==> src/rtl/multicycle_controller.sv <==
// -----------------------------------------------------------------------------
// multicycle_controller
//
// Main control unit for a multicycle RV32I core. It decodes the instruction
// register and steps the shared datapath through fetch, decode, execute,
// memory and writeback cycles. Supported: lw, sw, R-type, I-type ALU, the six
// branches, jal, jalr, lui and auipc.
//
// Ports:
//   clk            in   rising-edge clock
//   rst            in   asynchronous, active-low reset
//   instr[31:0]    in   instruction register contents
//   zero           in   ALU zero flag (combinational, current cycle)
//   we_pc          out  PC register enable
//   we_ir          out  instruction / old-PC register enable
//   we_rf          out  register file write enable
//   we_mem         out  data memory write strobe
//   sel_mem_addr   out  memory address: 0 = pc, 1 = result
//   sel_alu_src_a  out  0 = pc, 1 = old_pc, 2 = A (rs1)
//   sel_alu_src_b  out  0 = B (rs2), 1 = imm_ext, 2 = constant 4
//   sel_result     out  0 = ALUOut, 1 = memory data register, 2 = ALU result
//   sel_ext        out  000 I, 001 S, 010 B, 011 J, 100 U
//   alu_control    out  ALU operation code
//   illegal        out  one-cycle pulse on unsupported opcode / branch funct3
// -----------------------------------------------------------------------------
module multicycle_controller (
    input  logic        clk,
    input  logic        rst,
    input  logic [31:0] instr,
    input  logic        zero,
    output logic        we_pc,
    output logic        we_ir,
    output logic        we_rf,
    output logic        we_mem,
    output logic        sel_mem_addr,
    output logic [1:0]  sel_alu_src_a,
    output logic [1:0]  sel_alu_src_b,
    output logic [1:0]  sel_result,
    output logic [2:0]  sel_ext,
    output logic [3:0]  alu_control,
    output logic        illegal
);

    typedef enum logic [3:0] {
        S_FETCH,
        S_DECODE,
        S_MEMADR,
        S_MEMREAD,
        S_MEMWB,
        S_MEMWRITE,
        S_EXECR,
        S_EXECI,
        S_ALUWB,
        S_BRANCH,
        S_JALR,
        S_JAL,
        S_LUI,
        S_AUIPC
    } state_t;

    localparam logic [6:0] OP_LOAD   = 7'b0000011;
    localparam logic [6:0] OP_STORE  = 7'b0100011;
    localparam logic [6:0] OP_RTYPE  = 7'b0110011;
    localparam logic [6:0] OP_ITYPE  = 7'b0010011;
    localparam logic [6:0] OP_BRANCH = 7'b1100011;
    localparam logic [6:0] OP_JAL    = 7'b1101111;
    localparam logic [6:0] OP_JALR   = 7'b1100111;
    localparam logic [6:0] OP_LUI    = 7'b0110111;
    localparam logic [6:0] OP_AUIPC  = 7'b0010111;

    localparam logic [2:0] EXT_I = 3'b000;
    localparam logic [2:0] EXT_S = 3'b001;
    localparam logic [2:0] EXT_B = 3'b010;
    localparam logic [2:0] EXT_J = 3'b011;
    localparam logic [2:0] EXT_U = 3'b100;

    localparam logic [3:0] ALU_ADD    = 4'b0000;
    localparam logic [3:0] ALU_SUB    = 4'b0001;
    localparam logic [3:0] ALU_AND    = 4'b0010;
    localparam logic [3:0] ALU_OR     = 4'b0011;
    localparam logic [3:0] ALU_XOR    = 4'b0100;
    localparam logic [3:0] ALU_SLT    = 4'b0101;
    localparam logic [3:0] ALU_SLTU   = 4'b0110;
    localparam logic [3:0] ALU_SLL    = 4'b0111;
    localparam logic [3:0] ALU_SRL    = 4'b1000;
    localparam logic [3:0] ALU_SRA    = 4'b1001;
    localparam logic [3:0] ALU_COPY_B = 4'b1111;

    state_t state, state_next;

    logic [6:0] opcode;
    logic [2:0] funct3;
    logic       funct7b5;

    assign opcode   = instr[6:0];
    assign funct3   = instr[14:12];
    assign funct7b5 = instr[30];

    // Register fields and immediates are consumed by the datapath, not here.
    logic unused_instr_bits;
    assign unused_instr_bits = ^{instr[31], instr[29:15], instr[11:7]};

    // Shared funct3 decode for register and immediate ALU ops; alt selects
    // SUB for 000 and SRA for 101.
    function automatic logic [3:0] alu_decode(input logic [2:0] f3, input logic alt);
        logic [3:0] op;
        case (f3)
            3'b000:  op = alt ? ALU_SUB : ALU_ADD;
            3'b001:  op = ALU_SLL;
            3'b010:  op = ALU_SLT;
            3'b011:  op = ALU_SLTU;
            3'b100:  op = ALU_XOR;
            3'b101:  op = alt ? ALU_SRA : ALU_SRL;
            3'b110:  op = ALU_OR;
            default: op = ALU_AND;
        endcase
        return op;
    endfunction

    // Enables before reset gating.
    logic pc_en, ir_en, rf_en, mem_en, ill_raw;

    always_ff @(posedge clk or negedge rst) begin
        if (!rst) begin
            state <= S_FETCH;
        end else begin
            state <= state_next;
        end
    end

    always_comb begin
        state_next    = S_FETCH;
        pc_en         = 1'b0;
        ir_en         = 1'b0;
        rf_en         = 1'b0;
        mem_en        = 1'b0;
        ill_raw       = 1'b0;
        sel_mem_addr  = 1'b0;
        sel_alu_src_a = 2'd0;
        sel_alu_src_b = 2'd0;
        sel_result    = 2'd0;
        sel_ext       = EXT_I;
        alu_control   = ALU_ADD;

        case (state)
            S_FETCH: begin
                ir_en         = 1'b1;
                pc_en         = 1'b1;
                sel_alu_src_b = 2'd2;
                sel_result    = 2'd2;
                state_next    = S_DECODE;
            end
            S_DECODE: begin
                // ALUOut <- old_pc + imm: jump target for jal, branch target otherwise.
                sel_alu_src_a = 2'd1;
                sel_alu_src_b = 2'd1;
                sel_ext       = (opcode == OP_JAL) ? EXT_J : EXT_B;
                case (opcode)
                    OP_LOAD, OP_STORE: state_next = S_MEMADR;
                    OP_RTYPE:          state_next = S_EXECR;
                    OP_ITYPE:          state_next = S_EXECI;
                    OP_BRANCH:         state_next = S_BRANCH;
                    OP_JAL:            state_next = S_JAL;
                    OP_JALR:           state_next = S_JALR;
                    OP_LUI:            state_next = S_LUI;
                    OP_AUIPC:          state_next = S_AUIPC;
                    default: begin
                        ill_raw    = 1'b1;
                        state_next = S_FETCH;
                    end
                endcase
            end
            S_MEMADR: begin
                sel_alu_src_a = 2'd2;
                sel_alu_src_b = 2'd1;
                // opcode bit 5 distinguishes store from load
                sel_ext       = opcode[5] ? EXT_S : EXT_I;
                state_next    = opcode[5] ? S_MEMWRITE : S_MEMREAD;
            end
            S_MEMREAD: begin
                sel_mem_addr = 1'b1;
                state_next   = S_MEMWB;
            end
            S_MEMWB: begin
                sel_result = 2'd1;
                rf_en      = 1'b1;
                state_next = S_FETCH;
            end
            S_MEMWRITE: begin
                sel_mem_addr = 1'b1;
                mem_en       = 1'b1;
                state_next   = S_FETCH;
            end
            S_EXECR: begin
                sel_alu_src_a = 2'd2;
                alu_control   = alu_decode(funct3, funct7b5);
                state_next    = S_ALUWB;
            end
            S_EXECI: begin
                // funct7[5] in I-type is immediate data except for shifts.
                sel_alu_src_a = 2'd2;
                sel_alu_src_b = 2'd1;
                alu_control   = alu_decode(funct3, (funct3 == 3'b101) && funct7b5);
                state_next    = S_ALUWB;
            end
            S_ALUWB: begin
                rf_en      = 1'b1;
                state_next = S_FETCH;
            end
            S_BRANCH: begin
                // The only Mealy output: PC load follows the live zero flag.
                sel_alu_src_a = 2'd2;
                state_next    = S_FETCH;
                case (funct3)
                    3'b000: begin alu_control = ALU_SUB;  pc_en = zero;  end
                    3'b001: begin alu_control = ALU_SUB;  pc_en = !zero; end
                    3'b100: begin alu_control = ALU_SLT;  pc_en = !zero; end
                    3'b101: begin alu_control = ALU_SLT;  pc_en = zero;  end
                    3'b110: begin alu_control = ALU_SLTU; pc_en = !zero; end
                    3'b111: begin alu_control = ALU_SLTU; pc_en = zero;  end
                    default: ill_raw = 1'b1;
                endcase
            end
            S_JALR: begin
                // Target bit 0 is deliberately left as computed.
                sel_alu_src_a = 2'd2;
                sel_alu_src_b = 2'd1;
                state_next    = S_JAL;
            end
            S_JAL: begin
                // PC <- ALUOut (target) while ALU forms the link old_pc + 4.
                sel_alu_src_a = 2'd1;
                sel_alu_src_b = 2'd2;
                pc_en         = 1'b1;
                state_next    = S_ALUWB;
            end
            S_LUI: begin
                sel_alu_src_b = 2'd1;
                sel_ext       = EXT_U;
                alu_control   = ALU_COPY_B;
                state_next    = S_ALUWB;
            end
            S_AUIPC: begin
                sel_alu_src_a = 2'd1;
                sel_alu_src_b = 2'd1;
                sel_ext       = EXT_U;
                state_next    = S_ALUWB;
            end
            default: state_next = S_FETCH;
        endcase
    end

    // State is already FETCH during reset; only the strobes need gating.
    assign we_pc   = pc_en   & rst;
    assign we_ir   = ir_en   & rst;
    assign we_rf   = rf_en   & rst;
    assign we_mem  = mem_en  & rst;
    assign illegal = ill_raw & rst;

endmodule

==> config.mk <==
export PLATFORM = sky130hd
export DESIGN_NAME = multicycle_controller
export DESIGN_NICKNAME = d
export VERILOG_FILES = /design/src/rtl/multicycle_controller.sv
export SDC_FILE = /design/constraint.sdc
export NUM_CORES = 1
export LEC_CHECK = 0
export CAP_MARGIN = 20
export CELL_PAD_IN_SITES_DETAIL_PLACEMENT = 1
export CELL_PAD_IN_SITES_GLOBAL_PLACEMENT = 1
export CORE_MARGIN = 2
export CORE_UTILIZATION = 22
export CTS_CLUSTER_DIAMETER = 60
export DETAILED_ROUTE_END_ITERATION = 8
export PLACE_DENSITY_LB_ADDON = 0.05
export SYNTH_ARGS = -nofsm -noshare
export SYNTH_HDL_FRONTEND = slang
export SYNTH_SLANG_ARGS = --single-unit
export TNS_END_PERCENT = 5
==> constraint.sdc <==
create_clock -name clk -period 1.34 [get_ports clk]
set_input_delay 0.134 -clock clk [delete_from_list [all_inputs] [get_ports clk]]
set_output_delay 0.134 -clock clk [all_outputs]
set_load 0.03 [all_outputs]
# Word-level counts from Yosys, hierarchy flattened
# Index checks and enable logic that the tools add are counted.
dict set report totals {
  out_inout_bits 19
  wordCells 81
  reg_bits 4
  input_bits 35
}
dict set report op_classes {
  bitwise_logic 5
  n_mux 26
  n_eq_ne 29
  n_reduce_logical 20
}
# cell n
set op_table {}
lappend op_table {{case mux 4 bit (7 select lines)} 2}
lappend op_table {{case mux 4 bit (8 select lines)} 1}
lappend op_table {{== test 4 bit (second input constant)} 6}
lappend op_table {{case mux 4 bit (6 select lines)} 1}
lappend op_table {{== test 7 x 6 -> 1 bit (second input constant)} 3}
lappend op_table {{== test 7 bit (second input constant)} 3}
lappend op_table {{case mux 3 bit (3 select lines)} 2}
lappend op_table {{== test 4 x 3 -> 1 bit (second input constant)} 4}
lappend op_table {{case mux 4 bit (4 select lines)} 1}
lappend op_table {{OR reduction 2 bit} 8}
lappend op_table {{== test 7 x 5 -> 1 bit (second input constant)} 2}
lappend op_table {{== test 3 bit (second input constant)} 4}
lappend op_table {{two-way mux 1 bit} 12}
lappend op_table {{case mux 2 bit (2 select lines)} 3}
lappend op_table {{OR reduction 6 bit} 2}
lappend op_table {{OR reduction 5 bit} 2}
lappend op_table {{OR reduction 3 bit} 3}
lappend op_table {{OR reduction 9 bit} 1}
lappend op_table {{== test 4 x 2 -> 1 bit (second input constant)} 2}
lappend op_table {{== test 7 x 2 -> 1 bit (second input constant)} 1}
lappend op_table {{== test 3 x 2 -> 1 bit (second input constant)} 2}
lappend op_table {{case mux 1 bit (2 select lines)} 3}
lappend op_table {{AND 1 bit} 5}
lappend op_table {{== test 4 x 1 -> 1 bit (second input constant)} 1}
lappend op_table {{other kinds (6)} 6}

# Logic depth before layout (Yosys ltp)
# Gate-level depths: netlist (run 1).
dict set report logic_depth {
  depth_word 5
  mapped_depth 5
}

# Least setup slack after synthesis (run 1)
# Ideal clock, no wire load.
dict set report synth_path {
  path_kind {register to output}
  startpoint {register state[0]}
  endpoint {output port we_pc}
  stages_incl_launch_ff 5
  arrival_time_ns 1.785
  slack_ns -0.579
  required_ns 1.206
  n_path_buf 1
  cell_sequence {dfrtp_1 -> buf_6 -> or3_1 -> a21oi_1 -> o21a_1}
}
dict set report synth_between {
  elab_chain_len 4
  elab_cells_between_ends 6
  cone_classes {2 x eq/ne; 1 x mux; 1 x bitwise; 2 x reduce/logical}
}
# element line
set synth_lines {}
lappend synth_lines {{start: declaration} 89} ;# state_t state, state_next;
lappend synth_lines {{start signal: assignment} 127} ;# state <= state_next;
lappend synth_lines {{== test 4 bit or logical NOT 4 bit (tied branches)} 145} ;# case (state)
lappend synth_lines {{OR reduction 2 bit (no line)} -}
lappend synth_lines {{case mux 1 bit (2 select lines) *} 145}
lappend synth_lines {{AND 1 bit *} 254} ;# assign we_pc = pc_en & rst;
lappend synth_lines {{end: declaration} 31} ;# output logic we_pc,
# Mark *: on every way between the ends. The rest lies on a longest branch, timed or not.

# Worst setup path in the final report (run 1)
dict set report layout_path {
  startpoint {register state[1]}
  endpoint {output port sel_ext[0]}
}
dict set report layout_between {
  elab_chain_len 3
  elab_cells_between_ends 6
  cone_classes {4 x eq/ne; 1 x mux; 1 x reduce/logical}
}
# element line
set layout_lines {}
lappend layout_lines {{== test 4 bit} 145}
lappend layout_lines {{OR reduction 2 bit (no line)} -}
lappend layout_lines {{case mux 3 bit (3 select lines) *} 145}
lappend layout_lines {{end: declaration} 39} ;# output logic [2:0] sel_ext,
# Marked as above.

==> results of run 1 <==
## metal layers
layer | vias to the layer above | share of wire | global-route usage
met3 | 4 | 0.043 | 0.01050
met1 | 473 | 0.44 | 0.2018
li1 | 493 | - | -
met4 | 0 | 0.014 | 0.06522
met5 | - | 0 | 0
met2 | 26 | 0.50 | 0.2675
## power by group
group / internal [mW] / switching, mW / leakage [nW]
combinational: 0.624 / 0.654 / 0.586
sequential: 0.146 / 0.0359 / 0.0490
clock: 0.101 / 0.0593 / 0.0138
total: 0.870 / 0.749 / 0.649
## stage by stage
stage               cell area, µm²  setup slack, ns  hold WS, ns    util  power, mW
floorplan                    738.2          -0.3316      -0.1616       -     0.8602
CTS                           1413          -0.4042       0.2534  0.4589      1.599
finish                        1465          -0.3865       0.2582  0.4760      1.619
detailed placement            1277          -0.3420       0.5165  0.4150      1.299
global route                  1465          -0.5003       0.2512  0.4760      1.727
global placement              1277          -0.2907       0.4990  0.4150      1.285
## cell families after synthesis
family          count (synthesis)  synth area share
buf+inv                        11           0.07665
mux                             2           0.02788
compound gates                 27            0.2613
simple gates                   52            0.4338
flops                           4            0.1394
xor+xnor                        5           0.06099
## cell type report
class,instances,share of cell area
clock buffer,3,0.01537
inverter,3,0.007686
multi-input combinational,86,0.4577
sequential,4,0.07088
tap,44,0.03757
timing repair buffer,70,0.4108
## how the worst min path moves through the flow
stage	startpoint	endpoint	slack (ns)	cells past startpoint
after global routing	rst	state[2]	0.25	2
after global placement	rst	state[2]	0.50	2
after floorplan	rst	state[0]	-0.16	0
after detailed placement	rst	state[2]	0.52	2
after CTS	rst	state[2]	0.25	2
final	rst	state[2]	0.26	2
## synth_stat cells, types with 2 or more instances
cell / count
a21oi_1: 8
and2_1: 2
and3_1: 3
buf_2: 2
clkbuf_1: 4
dfrtp_1: 4
inv_1: 3
mux2i_1: 2
nand2_1: 10
nand2b_1: 3
nand3b_1: 3
nor2_1: 10
nor2b_1: 5
nor3_1: 4
nor3b_1: 2
o21a_1: 2
o21ai_0: 3
o22ai_1: 4
o32ai_1: 3
or3_1: 2
xnor2_1: 3
xor2_1: 2
## repair_timing
| item | in CTS | in global routing |
|---|---|---|
| gates cloned | 0 | 0 |
| endpoints found under the setup margin | 22 | 23 |
| gates resized for setup | 25 | 11 |
| pin swaps | 6 | 3 |
| setup buffers | 4 | 0 |
==> metrics.md, run 1 <==
| Metric | Value |
|---|---|
| FF+latch area | `roughly 100 µm²` |
| Max reg flops | `4` |
| Clock latency on the worst-skew pair | `0.24 ns` |
| Mean Syn Cell Area | `a little over 7 µm²` |
| Yosys top cell by area | `dfrtp_1` |
| Slew Limit Fails | `0` |
| Predominant post-synthesis flop cell | `dfrtp_1` |
| Worst R2R Start | `state[1]` |
| Status | `complete, but fails checks` |
| Synthesized instance count | `slightly above 100` |
| Worst Reg-to-Reg Cells | `5` |
| Antenna Cells | `0` |
| Antenna violations before repair | `0` |
| Die Footprint | `around 3700 µm²` |
| CP required | `approximately 1.2 ns` |
| Top cell type's share of synthesized area | `0.1394` |
| HP Class | `in -> async` |
| Post-detail-place hpwl | `between 2000 and 2500 µm` |
| RSZ-0062 raised after global routing | `true` |
| CP Launch Point | `state[1]` |
| R2R Path End | `state[1]` |
| Register area share after synthesis | `0.1394` |
| Flop2flop setup slack | `-0.19 ns` |
| Placer Congestion | `between 0.7 and 0.8` |
| Least-Margin Pin Slew | `slightly above 0.3 ns` |
| Leak | `between 0.6 and 0.7 nW` |
| Commonest non-fill, non-tap cell in the layout | `buf_4` |
| Worst Slack Setup Final | `-0.3865 ns` |
| Max-cap violations | `0` |
| Global-route wire length before repair | `4388 µm` |
| CTS Buf Count | `3` |
| Cell Pwr Density | `around 1100 nW/µm²` |
| Core area | `roughly 3000 µm²` |
| Worst Setup EP | `sel_ext[0]` |
| Via count | `between 900 and 1,000` |
| Quantity of I/O buffers inserted on ports | `32` |
| DRT Wirelength | `between 2000 and 3000 µm` |
| CTS tree | `built` |
| Std cell rows | `20` |
| Drt drc | `0` |
| Routed wire per std cell | `~13 µm` |
| Achievable frequency | `~0.58 GHz` |
| Final setup fails | `22` |
| Biggest register | `state` |
| CP peak stage delay | `approximately 0.46 ns` |
| Syn nets | `roughly 140` |
| Clock Sinks | `4` |
| DRT iter0 DRCs | `slightly above 50` |
| Max clock buf depth | `2` |
| Critical Path Start Type | `flip-flop` |
| Worst vdd ir | `0.6710 mV` |
| Layout Cells excl Fill | `210` |
| Die Height | `between 60 and 70 µm` |
| Worst path bufs/invs | `1` |
| Initial Utilization | `0.2333` |
| Period minus WS final | `around 1.7 ns` |
| Via/cell ratio | `~4.7` |
| Worst-path clk slew | `roughly 0.04 ns` |
| Most frequent cells in the layout | `45 x buf_4, 12 x clkdlybuf4s50_1, 12 x buf_6` |
| Fin. Hold Viols | `0` |
| Layout cells sized above 1 | `0.5241` |
| Max_slew headroom | `0.7921` |
| Hold_buf cts | `0` |
| Worst path arrival time | `~1.6 ns` |
| I/O pin total | `54` |
| Largest net degree at the start of global routing | `14` |
| Final #Nets | `between 200 and 250` |
| Yosys warning count | `0` |
| Async set-reset flop share out of synthesis | `1.000` |
| Critical Path Fanout Max | `8` |
| TritonRoute pass-1 iters | `3` |
| Synth cell types | `39` |
| Crit path cell chain | `nor4b_4, nand3_2, o31ai_4, buf_6` |
| EDFF count, synth | `0` |
| #FFs+latches synth | `4` |
| Fillcell total | `about 380` |
| Die W | `between 60 and 70 µm` |
| Placed Cells | `approximately 200` |
| Worst Skew | `~0.0026 ns` |
| CTS H-tree lvls | `1` |
| Largest cells by area after synthesis | `dfrtp_1 14%, a21oi_1 5.6%, nand2_1 5.2%` |
| Critical path depth in cells | `4` |
| DRT antenna net count | `0` |
| Failing checks | `negative setup slack` |
| Kind of critical path | `reg -> out` |
| Multi-input logic area | `about 670 µm²` |
| Root buf cell | `clkbuf_4` |
| GR Overflow Total | `0` |
| Top flop regs | `state: 4 flops` |
| Area Overhead vs Synth | `104.0%` |
| Vias in the first global route | `between 900 and 1,000` |
| All-Layer GR Usage | `0.1560` |
| Total negative slack | `-5.268 ns` |
| CP endpoint kind | `primary output` |
| Worst path slowest cell | `dfrtp_2` |
| Period utilization | `1.288` |
| Crit path max-delay family | `simple AND/OR/NAND/NOR gates` |
| Syn Std Cell Area | `718.2 µm²` |
(Power assumes the default switching activity.)
==> inputs of run 2 (changes only) <==
--- a/config.mk
+++ b/config.mk
@@ -13,6 +13,7 @@
 export CTS_CLUSTER_DIAMETER = 60
 export DETAILED_ROUTE_END_ITERATION = 8
 export PLACE_DENSITY_LB_ADDON = 0.05
+export SLEW_MARGIN = 25
 export SYNTH_ARGS = -nofsm -noshare
 export SYNTH_HDL_FRONTEND = slang
 export SYNTH_SLANG_ARGS = --single-unit
==> results of run 2 <==
No change in the layout: final DEF, timing and power equal those of run 1.
